--- src/rtl/stack_alu_pkg.sv ---
// Shared opcode encoding for the stack ALU datapath.
package stack_alu_pkg;

  typedef logic [2:0] opcode_t;

  // Any opcode with bit 2 clear is a NOP.
  localparam opcode_t OP_ADD  = 3'b100;
  localparam opcode_t OP_MUL  = 3'b101;
  localparam opcode_t OP_PUSH = 3'b110;
  localparam opcode_t OP_POP  = 3'b111;

  function automatic logic is_nop(opcode_t op);
    return ~op[2];
  endfunction

endpackage

--- src/rtl/stack_alu_lifo.sv ---
// Register-array LIFO with combinational top and next-to-top read ports.
module stack_alu_lifo #(
  parameter int unsigned Width = 8,
  parameter int unsigned Depth = 8,
  localparam int unsigned CntW = $clog2(Depth + 1),
  localparam int unsigned IdxW = (Depth > 1) ? $clog2(Depth) : 1
) (
  input  logic             clk_i,
  input  logic             rst_ni,
  input  logic             push_i,
  input  logic             pop_i,
  input  logic [Width-1:0] push_data_i,
  output logic [Width-1:0] top_o,
  output logic [Width-1:0] next_o,
  output logic [CntW-1:0]  count_o,
  output logic             full_o,
  output logic             empty_o
);

  logic [Width-1:0] mem_q [Depth];
  logic [CntW-1:0]  count_q, count_d;
  logic [IdxW-1:0]  top_idx, next_idx;
  logic             do_push, do_pop;

  assign full_o  = (count_q == CntW'(Depth));
  assign empty_o = (count_q == '0);
  assign count_o = count_q;
  assign do_push = push_i && !full_o;
  assign do_pop  = pop_i && !empty_o;

  // Read indices are clamped to 0 when the stack is too shallow; data is then unused.
  always_comb begin
    top_idx  = '0;
    next_idx = '0;
    if (count_q >= CntW'(1)) top_idx  = IdxW'(count_q - CntW'(1));
    if (count_q >= CntW'(2)) next_idx = IdxW'(count_q - CntW'(2));
  end

  assign top_o  = mem_q[top_idx];
  assign next_o = mem_q[next_idx];

  always_comb begin
    count_d = count_q;
    if (do_push) begin
      count_d = count_q + CntW'(1);
    end else if (do_pop) begin
      count_d = count_q - CntW'(1);
    end
  end

  always_ff @(posedge clk_i or negedge rst_ni) begin
    if (!rst_ni) begin
      count_q <= '0;
    end else begin
      count_q <= count_d;
    end
  end

  // Contents need no reset: nothing is readable until pushed.
  always_ff @(posedge clk_i) begin
    if (do_push) begin
      mem_q[count_q[IdxW-1:0]] <= push_data_i;
    end
  end

endmodule

--- src/rtl/stack_alu.sv ---
// Stack ALU: opcode decode, signed add/multiply with overflow, registered result.
module stack_alu
  import stack_alu_pkg::*;
#(
  parameter int unsigned N     = 8,
  parameter int unsigned DEPTH = 8
) (
  input  logic         clk,
  input  logic         rst_n,
  input  logic [2:0]   opcode,
  input  logic [N-1:0] input_data,
  output logic [N-1:0] output_data,
  output logic         overflow
);

  localparam int unsigned CntW = $clog2(DEPTH + 1);

  opcode_t          op;
  logic             push, pop, full, empty, has_two;
  logic [N-1:0]     top, next, sum;
  logic [CntW-1:0]  count;
  logic [2*N-1:0]   prod;
  logic             add_ovf, mul_ovf;
  logic [N-1:0]     out_q, out_d;
  logic             ovf_q, ovf_d;

  assign op = opcode_t'(opcode);

  stack_alu_lifo #(
    .Width (N),
    .Depth (DEPTH)
  ) u_lifo (
    .clk_i       (clk),
    .rst_ni      (rst_n),
    .push_i      (push),
    .pop_i       (pop),
    .push_data_i (input_data),
    .top_o       (top),
    .next_o      (next),
    .count_o     (count),
    .full_o      (full),
    .empty_o     (empty)
  );

  assign has_two = (count >= CntW'(2));
  assign sum     = top + next;
  assign add_ovf = (top[N-1] == next[N-1]) && (sum[N-1] != top[N-1]);
  // Sign-extend to 2N so the low 2N bits of the product are the exact signed result.
  assign prod    = $signed({{N{top[N-1]}}, top}) * $signed({{N{next[N-1]}}, next});
  assign mul_ovf = (prod[2*N-1:N] != {N{prod[N-1]}});

  always_comb begin
    out_d = out_q;
    ovf_d = ovf_q;
    push  = 1'b0;
    pop   = 1'b0;
    if (!is_nop(op)) begin
      case (op)
        OP_PUSH: begin
          if (!full) begin
            push  = 1'b1;
            ovf_d = 1'b0;
          end
        end
        OP_POP: begin
          pop   = 1'b1;
          out_d = empty ? '0 : top;
          ovf_d = 1'b0;
        end
        OP_ADD: begin
          if (has_two) begin
            out_d = sum;
            ovf_d = add_ovf;
          end
        end
        OP_MUL: begin
          if (has_two) begin
            out_d = prod[N-1:0];
            ovf_d = mul_ovf;
          end
        end
        default: ;
      endcase
    end
  end

  always_ff @(posedge clk or negedge rst_n) begin
    if (!rst_n) begin
      out_q <= '0;
      ovf_q <= 1'b0;
    end else begin
      out_q <= out_d;
      ovf_q <= ovf_d;
    end
  end

  assign output_data = out_q;
  assign overflow    = ovf_q;

endmodule

--- config.mk ---
export PLATFORM = sky130hd
export DESIGN_NAME = stack_alu
export DESIGN_NICKNAME = d
export VERILOG_FILES = /design/src/rtl/stack_alu_pkg.sv /design/src/rtl/stack_alu_lifo.sv /design/src/rtl/stack_alu.sv
export SDC_FILE = /design/constraint.sdc
export NUM_CORES = 1
export LEC_CHECK = 0
export ABC_AREA = 0
export CORE_ASPECT_RATIO = 1.75
export CORE_MARGIN = 2
export CORE_UTILIZATION = 60
export CTS_CLUSTER_DIAMETER = 40
export DETAILED_ROUTE_END_ITERATION = 10
export GPL_TIMING_DRIVEN = 0
export MAX_ROUTING_LAYER = met4
export PLACE_DENSITY = 0.82
export SYNTH_ARGS = -nofsm -noshare
export SYNTH_HDL_FRONTEND = slang
export SYNTH_SLANG_ARGS = --single-unit
--- constraint.sdc ---
create_clock -name clk -period 20.7 [get_ports clk]
set_input_delay 4.14 -clock clk [delete_from_list [all_inputs] [get_ports clk]]
set_output_delay 4.14 -clock clk [all_outputs]
set_load 0.03 [all_outputs]
## Word level (Yosys, flattened, before mapping)

Memory sizes are Yosys's and may differ from the RTL's.
Cells that the tools add are included.

- $add $sub $neg: 4
- Multiply operators: 1
- $lt $le $gt $ge: 2
- Eq/ne operators: 11
- Muxes and demuxes: 19
- Reductions and logical operators: 11

Operators with widths:

| cell | count |
|---|---|
| $mux W8 | 3 |
| $pmux W8 S3 | 1 |
| $mul A8 B8 Y16 | 1 |
| $eq A3 B3 Y1 const B | 4 |
| $mux W1 | 10 |
| $add A8 B8 Y8 | 1 |
| $mux W4 | 2 |
| $ne A8 B8 Y1 | 1 |
| $mux W3 | 2 |
| $ne A2 B2 Y1 const B | 3 |
| $reduce_and A5 Y1 | 1 |
| $add A4 B1 Y4 const B | 1 |
| $eq A4 B4 Y1 const B | 1 |
| $ge A4 B1 Y1 const B | 1 |
| $ge A4 B2 Y1 const B | 1 |
| $logic_not A4 Y1 | 1 |
| $pmux W1 S4 | 1 |
| $reduce_and A4 Y1 | 1 |
| $reduce_bool A4 Y1 | 1 |
| $sub A4 B1 Y4 const B | 1 |
| $logic_and A1 B1 Y1 | 3 |
| $reduce_bool A3 Y1 | 1 |
| $sub A3 B2 Y3 const B | 1 |
| $logic_not A1 Y1 | 2 |
| other kinds (3) | 3 |

- Register bits: 13
- Bits in writable memories: 64
- Bits of input ports: 13
- Output and inout port bits: 9
- Logic and storage cells: 52
- Memories kept: 1

Memory list:

| name | words | bits a word | read ports | clocked after memory_dff | wr ports | line | text |
|---|---|---|---|---|---|---|---|
| u_lifo.mem_q | 8 | 8 | 2 | 0 | 1 | stack_alu_lifo.sv:20 | `logic [Width-1:0] mem_q [Depth];` |

## Depth between registers and ports, before layout

Gate-level depths: netlist of the first run.
An unclocked memory read counts as a cell.

- Depth after elaboration: 8
- Mapped depth: 31
- Gate-level depth less buffers: 29

## Hierarchy

Synthesis of the first run repeated with hierarchy kept, for this count alone.

- Cells, all modules: 726
- Area total of the unflattened synthesis: 7264.5 um^2

Modules (own cells, without submodules):

| module | times used | cells an instance | area an instance (um^2) | sequential area each (um^2) |
|---|---|---|---|---|
| stack_alu_lifo | 1 | 353 | 3952.5 | 2021.9 |
| stack_alu | 1 | 373 | 3311.9 | 225.2 |

## Worst setup path before layout of the first run

OpenSTA, ideal clock, no wires.

- Path kind: register to register
- Start: register u_lifo.count_q[0], in the netlist u_lifo.count_o[0]
- End: register ovf_q, in the netlist overflow
- Library setup time: 0.128 ns
- Data arrival time: 6.923 ns
- Required time: 20.572 ns
- Slack: 13.649 ns
- Stages on the path, launching flop included: 27
- Buffers on the path: 3
- Period minus slack after synthesis: 7.051 ns
- Cell sequence: dfrtp_1 -> clkbuf_1 -> clkinv_1 -> ha_1 -> mux2_2 -> buf_2 -> buf_2 -> mux4_2 -> mux2i_1 -> inv_1 -> ha_1 -> fa_1 -> inv_1 -> fa_1 -> fa_1 -> fa_1 -> inv_1 -> ha_1 -> or2_2 -> a21oi_1 -> a31oi_1 -> a21o_1 -> a21oi_1 -> xor2_1 -> or4_1 -> mux2i_1 -> a21oi_1

- Word-level cells in the longest chain between the ends: 8
- Elaborated cells on any way between the ends: 21
- Classes of those cells: 3 x add/sub; 1 x mul; 2 x order compare; 7 x eq/ne; 5 x mux; 2 x reduce/logical; 1 x memory

RTL lines:

| item | line | text |
|---|---|---|
| from (decl) | stack_alu_lifo.sv:21 | `logic [CntW-1:0] count_q, count_d;` |
| from (signal assigned) | stack_alu_lifo.sv:55 | `count_q <= count_d;` |
| parallel branches: the longest is 8 deep, another holds $mul A8 B8 Y16 | - |  |
| to (signal assigned) | stack_alu.sv:93 | `ovf_q <= ovf_d;` |
| to (decl) | stack_alu.sv:25 | `logic ovf_q, ovf_d;` |

Parallel ways; which one is timed is not known. The select of a mux whose other input is x is not followed.
A chain may end at the register's enable or synchronous reset.

## Worst setup path in the final report of the first run

Same ends and word-level chain as after synthesis.

==> results of run 1 <==
logic make-up (layout without fill, tap and decap cells):
| logic type | after synthesis | count (layout) |
|---|---|---|
| and+or+nand+nor | 183 | 183 |
| xor gates and xnor gates | 26 | 26 |
| buffers and inverters | 121 | 158 |
| AOI/OAI and AO/OA | 105 | 105 |
| DFF | 77 | 77 |
| adders and majority gates | 102 | 102 |
| muxes | 36 | 36 |
stage by stage:
stage / hold slack [ns] / area, um^2 / worst slack, ns / cells
6_report: 0.511 / 7350 / 11.74 / 817
5_1_grt: 0.525 / 7350 / 11.32 / 817
4_1_cts: 0.507 / 7350 / 11.86 / 817
3_5_place_dp: 0.487 / 7030 / 11.90 / 801
3_3_place_gp: 0.477 / 7030 / 11.99 / 801
2_1_floorplan: 0.580 / 6660 / 13.65 / 650
critical path: cells and delay by family, from the launching register on:
kind / cells / cell delay [ns]
adders and majority gates: 7 / 2.99
and+or+nand+nor: 7 / 2.32
DFF: 1 / 0.40
xor gates and xnor gates: 1 / 0.17
buffers and inverters: 5 / 1.25
AOI/OAI and AO/OA: 4 / 0.86
muxes: 2 / 0.84
layout make-up:
cell class / count / share of cell area [%]
clock inverters: 6 / 1.26
multi-input cells: 452 / 53.5
inverters: 102 / 5.21
plain buffers: 19 / 1.26
well taps: 130 / 2.21
repair buffers: 21 / 2.86
clock buffers: 10 / 3.11
flip-flops and latches: 77 / 30.6
worst paths after layout:
path                       cells after the start             end  slack [ns]
max                                           26        overflow       11.74
min                                            2  output_data[3]        0.51
max reg2reg                                   26        overflow       11.74
min reg2reg                                    2  output_data[3]        0.51
max in group asynchronous                      1  output_data[5]       15.99
min in group asynchronous                      1        overflow        4.24
registers in the layout, summed over array words and instances (netlist names):
register	cells
u_lifo.mem_q	64
output_data	8
u_lifo.count_o	4
overflow	1
cell usage in the layout (no fill, tap or decap), drive strengths merged, types with 3 or more instances in the layout:
cell and count:
dfrtp 13, ha 46, clkdlybuf4s50 21, o21ai 29
a311oi 3, edfxtp 64, nor3 8, xnor2 22
nand3 16, buf 8, nor2b 8, a21oi 31
mux2 6, nor2 48, a222oi 4, or2 3
and3 12, clkbuf 21, mux2i 20, fa 56
inv 103, mux4 10, xor2 4, nand2 73
a31oi 6, nand2b 3, a21o 4, a22oi 10
per-layer routing:
metal / global-route usage (%) / share of wire (%)
met5: - / 0
met4: 16.0 / 3.9
met3: 3.68 / 4.2
met2: 60.6 / 58
met1: 30.6 / 33
==> impl_summary.log, run 1 <==
[metrics] quantity of I/O buffers inserted on ports: 21
[metrics] mux share of post-synthesis cell area: 7.40%
[metrics] number of filler instances in the final layout: 862
[metrics] Compound-Gate Fraction of Synth Area: 10.0%
[metrics] post-detailed-route wirelength per cell: 21.5 um
[metrics] Slew HR: 24.6%
[metrics] clock insertion delay at the later pin of the skew report: 0.34 ns
[metrics] wire length of the first global-routing pass: 27800 um
[metrics] cell types occupying the most area after synthesis: sky130_fd_sc_hd__edfxtp_1 (29%), sky130_fd_sc_hd__fa_1 (17%), sky130_fd_sc_hd__ha_1 (8.6%), sky130_fd_sc_hd__inv_1 (5.7%), sky130_fd_sc_hd__dfrtp_1 (4.9%)
[metrics] area of the multi-input gates: 3940 um^2
[metrics] sinks on the clock net: 77
[metrics] worst-case clock skew: 0.0106 ns
[metrics] synth warn: 0
[metrics] vias per std cell: 6.09
[metrics] Worst EP required: 20.92 ns
[metrics] launch instance of the worst register-to-register path: u_lifo.count_o[0]
[metrics] layout cells sized above 1: 6.70%
[metrics] #FFs+latches synth: 77
[metrics] maximum number of pins on one net before global-route repair: 15
[metrics] Max Cap Violations: 0
[metrics] Vert. Die Dim: 143 um
[metrics] Syn Std Cell Area: 6660 um^2
[metrics] Synth top cells by count: sky130_fd_sc_hd__inv_1 (101), sky130_fd_sc_hd__nand2_1 (72), sky130_fd_sc_hd__edfxtp_1 (64)
[metrics] overall overflow remaining after global route: 0
[metrics] Final Slew Violations: 0
[metrics] Post-synth ARST share: 16.9%
[metrics] final sum of negative setup slack: 0 ns
[metrics] library cells used by synthesis: 57
[metrics] Placement Rows: 50
[metrics] area added between synthesis and finish: 10.4%
[metrics] cells after synthesis: 650
[metrics] largest area contributor in the netlist: sky130_fd_sc_hd__edfxtp_1
[metrics] number of flops mapped to enable cells by yosys: 64
[metrics] CTS Root Buffer Type: sky130_fd_sc_hd__clkbuf_16
[metrics] post-CTS clock slew at the launch and capture registers of the worst setup and hold paths: 0.07 ns
[metrics] length of the first detailed-routing pass in iterations: 5
[metrics] critical path data arrival time: 9.18 ns
[metrics] floorplan core area: 10800 um^2
[metrics] highest clock frequency the design can meet: 112 MHz
[metrics] via count of the first global-routing pass: 5540
[metrics] synthesized area per cell: 10.2 um^2
[metrics] register cell area after layout: 2250 um^2
[metrics] HP Start: output_data[3]
[metrics] most frequent cell after synthesis: sky130_fd_sc_hd__inv_1
[metrics] worst-case clock buffer depth: 2
[metrics] net count reported at finish: 797
[metrics] type of the worst setup path: reg -> reg
[metrics] combinational family with the most area after synthesis: adder cells
[metrics] starting density of the core: 61.9%
[metrics] Tmin final: 8.96 ns
[metrics] hold buffer count at cts: 0
[metrics] highest net fanout along the worst path: 12
[metrics] nets in the synthesized netlist: 765
[metrics] half-perimeter wire length after placement: 13900 um
[metrics] critical path's most frequent cell: sky130_fd_sc_hd__fa_1
[metrics] type of the worst min-delay path: reg -> reg
[metrics] Post-Synth Adder-Cell Area: 25.5%
[metrics] post-synthesis simple-gate area fraction: 12.8%
[metrics] run status: completed
[metrics] Yosys top cell area share: 28.9%
[metrics] clock tree from TritonCTS: yes
[metrics] Worst Setup End Kind: register
[metrics] dominant synthesized flop cell: sky130_fd_sc_hd__edfxtp_1
[metrics] critical path startpoint: u_lifo.count_o[0]
[metrics] via count: 4977
[metrics] final hold violation count: 0
[metrics] type of origin of the critical path: register
[metrics] stage delay of the slowest cell on the critical path: 0.85 ns
[metrics] final core utilization: 68.3%
[metrics] post-route clock period utilization: 43.3%
[metrics] xor-xnor portion of the synthesized cell area: 3.42%
[metrics] die span in x: 83.6 um
[metrics] DRC violation total after the first TritonRoute iteration: 333
[metrics] post-route antenna net violation count: 0
[metrics] number of buffers created by CTS: 9
[metrics] fraction of the yosys area taken by sequential cells: 33.7%
[metrics] Post CTS Setup Buffer Count: 0
[metrics] Resized cells post-CTS: 0
[metrics] global-route usage over all layers: 31.5%
[metrics] antenna fix cells: 0
[metrics] DRC violations left: 0
[metrics] final weighted congestion in routability-driven placement: 0.940
[metrics] slowest stage cell on the critical path: sky130_fd_sc_hd__nor2_1
[metrics] antenna violations before repair: 0
[metrics] Routed Wire Length: 17600 um
[metrics] H-tree lvl count: 3
[metrics] Setup Viol. Count Final: 0
[metrics] slew at the pin closest to its max-slew limit: 1.13 ns
[metrics] area of the die: 12000 um^2
[metrics] setup repair after global routing missed its margin: no
[metrics] io pins: 22
Power of run 1 is not shown: default switching activity piles up to over one toggle a cycle in this logic, so the estimate is an artifact.
==> inputs of run 2 (changes only) <==
==> constraint.sdc (replaced) <==
create_clock -name clk -period 9.2 [get_ports clk]
set_input_delay 1.84 -clock clk [delete_from_list [all_inputs] [get_ports clk]]
set_output_delay 1.84 -clock clk [all_outputs]
set_load 0.03 [all_outputs]
==> run 2 against run 1 <==
Against the previous run: worst hold slack better by 0.0016 ns; setup slack worse by 11 ns; register-to-register slack worse by 11 ns; clock skew down 0.0020 ns; via count up 0.68%; critical path type unchanged; highest routed layer unchanged.
==> impl_summary.log, run 2 (synthesis results as in run 1) <==
[metrics] run status: completed
[metrics] vias per std cell: 6.13
[metrics] final weighted congestion in routability-driven placement: 0.940
[metrics] final sum of negative setup slack: 0 ns
[metrics] Worst Setup End Kind: register
[metrics] flip-flop count of the largest register after layout: 64
[metrics] Vert. Die Dim: 143 um
[metrics] critical path's most frequent cell: sky130_fd_sc_hd__fa_1
[metrics] length of the first detailed-routing pass in iterations: 5
[metrics] maximum number of pins on one net before global-route repair: 15
[metrics] post-CTS clock slew at the launch and capture registers of the worst setup and hold paths: 0.06 ns
[metrics] slew at the pin closest to its max-slew limit: 1.06 ns
[metrics] layout cells sized above 1: 6.84%
[metrics] Placement Rows: 50
[metrics] critical path data arrival time: 8.86 ns
[metrics] number of filler instances in the final layout: 861
[metrics] Setup Viol. Count Final: 0
[metrics] Worst EP required: 9.42 ns
[metrics] post-route clock period utilization: 93.9%
[metrics] CP delay by family, top: adder cells
[metrics] Post CTS Setup Buffer Count: 0
[metrics] Tmin final: 8.64 ns
[metrics] half-perimeter wire length after placement: 13900 um
[metrics] Max Cap Violations: 0
[metrics] clock tree from TritonCTS: yes
[metrics] slowest stage cell on the critical path: sky130_fd_sc_hd__mux2i_1
[metrics] Fin Hold WS: 0.513 ns
[metrics] most used cells in the layout excluding fill and tap cells: sky130_fd_sc_hd__inv_1 (101), sky130_fd_sc_hd__nand2_1 (72), sky130_fd_sc_hd__edfxtp_1 (64)
[metrics] quantity of I/O buffers inserted on ports: 21
[metrics] leading cell type in the layout, fill and taps excluded: sky130_fd_sc_hd__inv_1
[metrics] CTS Root Buffer Type: sky130_fd_sc_hd__clkbuf_16
[metrics] floorplan core area: 10800 um^2
[metrics] DRC violations left: 0
[metrics] type of the worst min-delay path: reg -> reg
[metrics] highest clock frequency the design can meet: 116 MHz
[metrics] type of the worst setup path: reg -> reg
[metrics] Resized cells post-CTS: 0
[metrics] final hold violation count: 0
[metrics] area of the die: 12000 um^2
[metrics] overall overflow remaining after global route: 0
[metrics] setup repair after global routing missed its margin: no
[metrics] wire length of the first global-routing pass: 27800 um
[metrics] antenna fix cells: 0
[metrics] clock insertion delay at the later pin of the skew report: 0.34 ns
[metrics] sinks on the clock net: 77
[metrics] hold buffer count at cts: 0
[metrics] Slew HR: 28.9%
[metrics] io pins: 22
[metrics] post-detailed-route wirelength per cell: 21.5 um
[metrics] post-route antenna net violation count: 0
[metrics] number of buffers and inverters on the critical path: 7
[metrics] type of origin of the critical path: register
[metrics] starting density of the core: 61.9%
[metrics] worst-case clock skew: 0.00859 ns
[metrics] stage delay of the slowest cell on the critical path: 0.64 ns
[metrics] area added between synthesis and finish: 10.5%
[metrics] highest net fanout along the worst path: 12
[metrics] net count reported at finish: 797
[metrics] worst-case clock buffer depth: 2
[metrics] DRC violation total after the first TritonRoute iteration: 324
[metrics] H-tree lvl count: 3
[metrics] via count: 5011
[metrics] die span in x: 83.6 um
[metrics] Routed Wire Length: 17600 um
[metrics] global-route usage over all layers: 31.5%
[metrics] Final Slew Violations: 0
[metrics] via count of the first global-routing pass: 5540
[metrics] antenna violations before repair: 0
[metrics] number of buffers created by CTS: 9
==> run 2: per-stage QoR <==
step / std cells / util [%] / setup slack [ns] / instance area, um^2
finish: 817 / 68.4 / 0.564 / 7360
global route: 817 / 68.4 / 0.213 / 7360
CTS: 817 / 68.3 / 0.358 / 7350
detailed placement: 801 / 65.4 / 0.395 / 7030
global placement: 801 / 65.4 / 0.489 / 7030
floorplan: 650 / - / 2.15 / 6660
==> run 2: worst reg2reg max path, delay by kind of cell (launching register included) <==
family	cells	cell delay, ns
XOR/XNOR	1	0.09
buffers and inverters	7	1.95
adder cells (fa/ha/maj)	7	3.18
multiplexers	4	1.41
flip-flops	1	0.40
AO/OA/AOI/OAI	5	0.70
AND/OR/NAND/NOR	2	0.80
==> run 2: final timing paths <==
kind | slack, ns | to | start | cells past startpoint
setup / recovery | 0.56 | overflow | u_lifo.count_o[0] | 26
max in group asynchronous | 6.78 | output_data[5] | rst_n | 1
setup reg to reg | 0.56 | overflow | u_lifo.count_o[0] | 26
min in group asynchronous | 1.94 | overflow | rst_n | 1
hold / removal | 0.51 | output_data[3] | output_data[3] | 2
hold reg to reg | 0.51 | output_data[3] | output_data[3] | 2
==> run 2: metal layers <==
layer	vias up	routed length (um)	track usage [%]	share of wire (%)
met4	0	720	16.0	4.1
met5	-	0	-	0
met3	51	634	3.68	3.6
li1	2291	-	-	-
met2	153	10300	60.6	59
met1	2516	5930	30.6	34
==> run 2: final cells by class <==
| type | instances | area, um^2 | area share (%) |
|---|---|---|---|
| multi-input cells | 452 | 3940 | 53.6 |
| flip-flops and latches | 77 | 2250 | 30.5 |
| inverters | 102 | 383 | 5.20 |
| clock buffers | 10 | 229 | 3.11 |
| repair buffers | 21 | 210 | 2.86 |
| well taps | 130 | 163 | 2.21 |
| clock inverters | 6 | 92.6 | 1.26 |
| plain buffers | 19 | 92.6 | 1.26 |
Power of run 2 is left out for the same reason.
==> inputs of run 3 (changes only) <==
--- a/config.mk
+++ b/config.mk
@@ -9,6 +9,7 @@
 export CORE_ASPECT_RATIO = 1.75
 export CORE_MARGIN = 2
 export CORE_UTILIZATION = 60
+export CTS_BUF_LIST = sky130_fd_sc_hd__clkbuf_2
 export CTS_CLUSTER_DIAMETER = 40
 export DETAILED_ROUTE_END_ITERATION = 10
 export GPL_TIMING_DRIVEN = 0
==> run 3 against run 2 <==
Against the previous run: worst hold slack improved by 0.033 ns; via count rose by 0.48%; wire length fell by 1.3%; first-iteration DRC count rose by 6.2%; global-route usage fell by 0.48 points; die area did not move; maximum frequency fell by 0.20%; clock skew rose by 0.032 ns; critical path type unchanged; critical endpoint unchanged; highest routed layer unchanged.
==> impl_summary.log, run 3 (synthesis results as in run 1) <==
[metrics] Hold Crit Endpoint: output_data[3]
[metrics] quantity of I/O buffers inserted on ports: 21
[metrics] Post CTS Setup Buffer Count: 0
[metrics] DRC violation total after the first TritonRoute iteration: 344
[metrics] post-route antenna net violation count: 0
[metrics] Worst Setup End Kind: register
[metrics] layout cells sized above 1: 6.99%
[metrics] final weighted congestion in routability-driven placement: 0.940
[metrics] Vert. Die Dim: 143 um
[metrics] io pins: 22
[metrics] H-tree lvl count: 3
[metrics] post-CTS clock slew at the launch and capture registers of the worst setup and hold paths: 0.24 ns
[metrics] area added between synthesis and finish: 7.82%
[metrics] vias per std cell: 6.16
[metrics] final core utilization: 66.7%
[metrics] HP Start: output_data[3]
[metrics] Setup Viol. Count Final: 0
[metrics] area of the die: 12000 um^2
[metrics] flip-flop count of the largest register after layout: 64
[metrics] maximum number of pins on one net before global-route repair: 15
[metrics] starting density of the core: 61.9%
[metrics] Slew HR: 28.4%
[metrics] slew at the pin closest to its max-slew limit: 1.07 ns
[metrics] post-route clock period utilization: 94.1%
[metrics] run status: completed
[metrics] net count reported at finish: 797
[metrics] worst-case clock skew: 0.0406 ns
[metrics] R2R cell count: 26
[metrics] worst-case clock buffer depth: 2
[metrics] die span in x: 83.6 um
[metrics] register cell area after layout: 2250 um^2
[metrics] number of filler instances in the final layout: 889
[metrics] hold path depth: 2
[metrics] Worst EP required: 9.67 ns
[metrics] capturing point of the worst reg2reg path: overflow
[metrics] most used cells in the layout excluding fill and tap cells: sky130_fd_sc_hd__inv_1 (101), sky130_fd_sc_hd__nand2_1 (72), sky130_fd_sc_hd__edfxtp_1 (64)
[metrics] sinks on the clock net: 77
[metrics] global-route usage over all layers: 31.1%
[metrics] register-to-register setup slack: 0.55 ns
[metrics] final sum of negative setup slack: 0 ns
[metrics] Tmin final: 8.65 ns
[metrics] setup repair after global routing missed its margin: no
[metrics] Fin Hold WS: 0.547 ns
[metrics] type of the worst min-delay path: reg -> reg
[metrics] wire length of the first global-routing pass: 27300 um
[metrics] launch instance of the worst register-to-register path: u_lifo.count_o[0]
[metrics] post-detailed-route wirelength per cell: 21.2 um
[metrics] type of origin of the critical path: register
[metrics] hold buffer count at cts: 0
[metrics] overall overflow remaining after global route: 0
[metrics] count of placed standard cells in the final layout, fillers left out: 818
[metrics] via count of the first global-routing pass: 5526
[metrics] CTS Root Buffer Type: sky130_fd_sc_hd__clkbuf_2
[metrics] final hold violation count: 0
[metrics] Max Cap Violations: 0
[metrics] Final Slew Violations: 0
[metrics] leading cell type in the layout, fill and taps excluded: sky130_fd_sc_hd__inv_1
[metrics] type of the worst setup path: reg -> reg
[metrics] Routed Wire Length: 17300 um
[metrics] highest net fanout along the worst path: 12
[metrics] length of the first detailed-routing pass in iterations: 6
[metrics] number of buffers created by CTS: 9
[metrics] highest clock frequency the design can meet: 116 MHz
[metrics] via count: 5035
[metrics] critical path data arrival time: 9.13 ns
[metrics] DRC violations left: 0
[metrics] Cells after DPL: 801
[metrics] antenna violations before repair: 1
[metrics] area of the multi-input gates: 3940 um^2
[metrics] half-perimeter wire length after placement: 13900 um
[metrics] floorplan core area: 10800 um^2
[metrics] clock insertion delay at the later pin of the skew report: 0.56 ns
[metrics] clock tree from TritonCTS: yes
[metrics] Placement Rows: 50
[run 3: cell types whose count changed in the layout (fill, tap and decap cells not counted)]
cell / before / now
sky130_fd_sc_hd__diode_2: 0 / 1
sky130_fd_sc_hd__clkbuf_1: 12 / 11
sky130_fd_sc_hd__clkbuf_16: 9 / 0
sky130_fd_sc_hd__clkbuf_2: 0 / 10
[run 3: how the worst max path moves through the flow]
stage                           start        to  slack, ns  cells after the start
detailed placement  u_lifo.count_o[0]  overflow       0.39                     26
global route        u_lifo.count_o[0]  overflow       0.20                     26
CTS                 u_lifo.count_o[0]  overflow       0.34                     26
finish              u_lifo.count_o[0]  overflow       0.55                     26
floorplan           u_lifo.count_o[0]  overflow       2.15                     26
global placement    u_lifo.count_o[0]  overflow       0.49                     26
[run 3: critical path: stages (launching register included)]
cell and delay, ns:
sky130_fd_sc_hd__dfrtp_1 0.45, sky130_fd_sc_hd__clkbuf_1 0.39, sky130_fd_sc_hd__clkinv_1 0.44, sky130_fd_sc_hd__ha_1 0.39, sky130_fd_sc_hd__mux2_2 0.24, sky130_fd_sc_hd__buf_2 0.32
sky130_fd_sc_hd__buf_2 0.40, sky130_fd_sc_hd__mux4_2 0.35, sky130_fd_sc_hd__mux2i_1 0.63, sky130_fd_sc_hd__inv_1 0.29, sky130_fd_sc_hd__ha_1 0.34, sky130_fd_sc_hd__fa_1 0.54
sky130_fd_sc_hd__inv_1 0.06, sky130_fd_sc_hd__fa_1 0.51, sky130_fd_sc_hd__fa_1 0.53, sky130_fd_sc_hd__fa_1 0.54, sky130_fd_sc_hd__inv_1 0.04, sky130_fd_sc_hd__ha_1 0.32
sky130_fd_sc_hd__or2_2 0.30, sky130_fd_sc_hd__a21oi_1 0.15, sky130_fd_sc_hd__a31oi_1 0.09, sky130_fd_sc_hd__a21o_1 0.21, sky130_fd_sc_hd__a21oi_1 0.16, sky130_fd_sc_hd__xor2_1 0.09
sky130_fd_sc_hd__or4_1 0.50, sky130_fd_sc_hd__mux2i_1 0.17, sky130_fd_sc_hd__a21oi_1 0.09
[run 3: per-stage QoR]
step                instance area (um^2)  setup slack [ns]
CTS                                 7180             0.342
global route                        7180             0.196
detailed placement                  7030             0.395
global placement                    7030             0.489
finish                              7180             0.547
floorplan                           6660              2.15
[run 3: final cells by class]
class | count | area share, %
multi-input combinational | 452 | 54.9
sequential | 77 | 31.3
inverter | 102 | 5.33
timing repair buffer | 21 | 2.93
tap | 130 | 2.27
clock inverter | 6 | 1.29
buffer | 19 | 1.29
clock buffer | 10 | 0.697
antenna | 1 | 0.0348
[run 3: routing by layer]
metal  up-vias  track usage [%]  wire, um
met5         -                -         0
met4         0             18.7       803
li1       2293                -         -
met1      2524             29.8      5860
met2       160             59.2     10000
met3        58             2.93       661
[run 3: timing repair]
| action | in CTS | in global routing |
|---|---|---|
| gates resized for setup | 0 | 1 |
| endpoints found under the hold margin | 0 | 0 |
| setup endpoints to repair | 0 | 1 |
Power of run 3 is left out for the same reason.
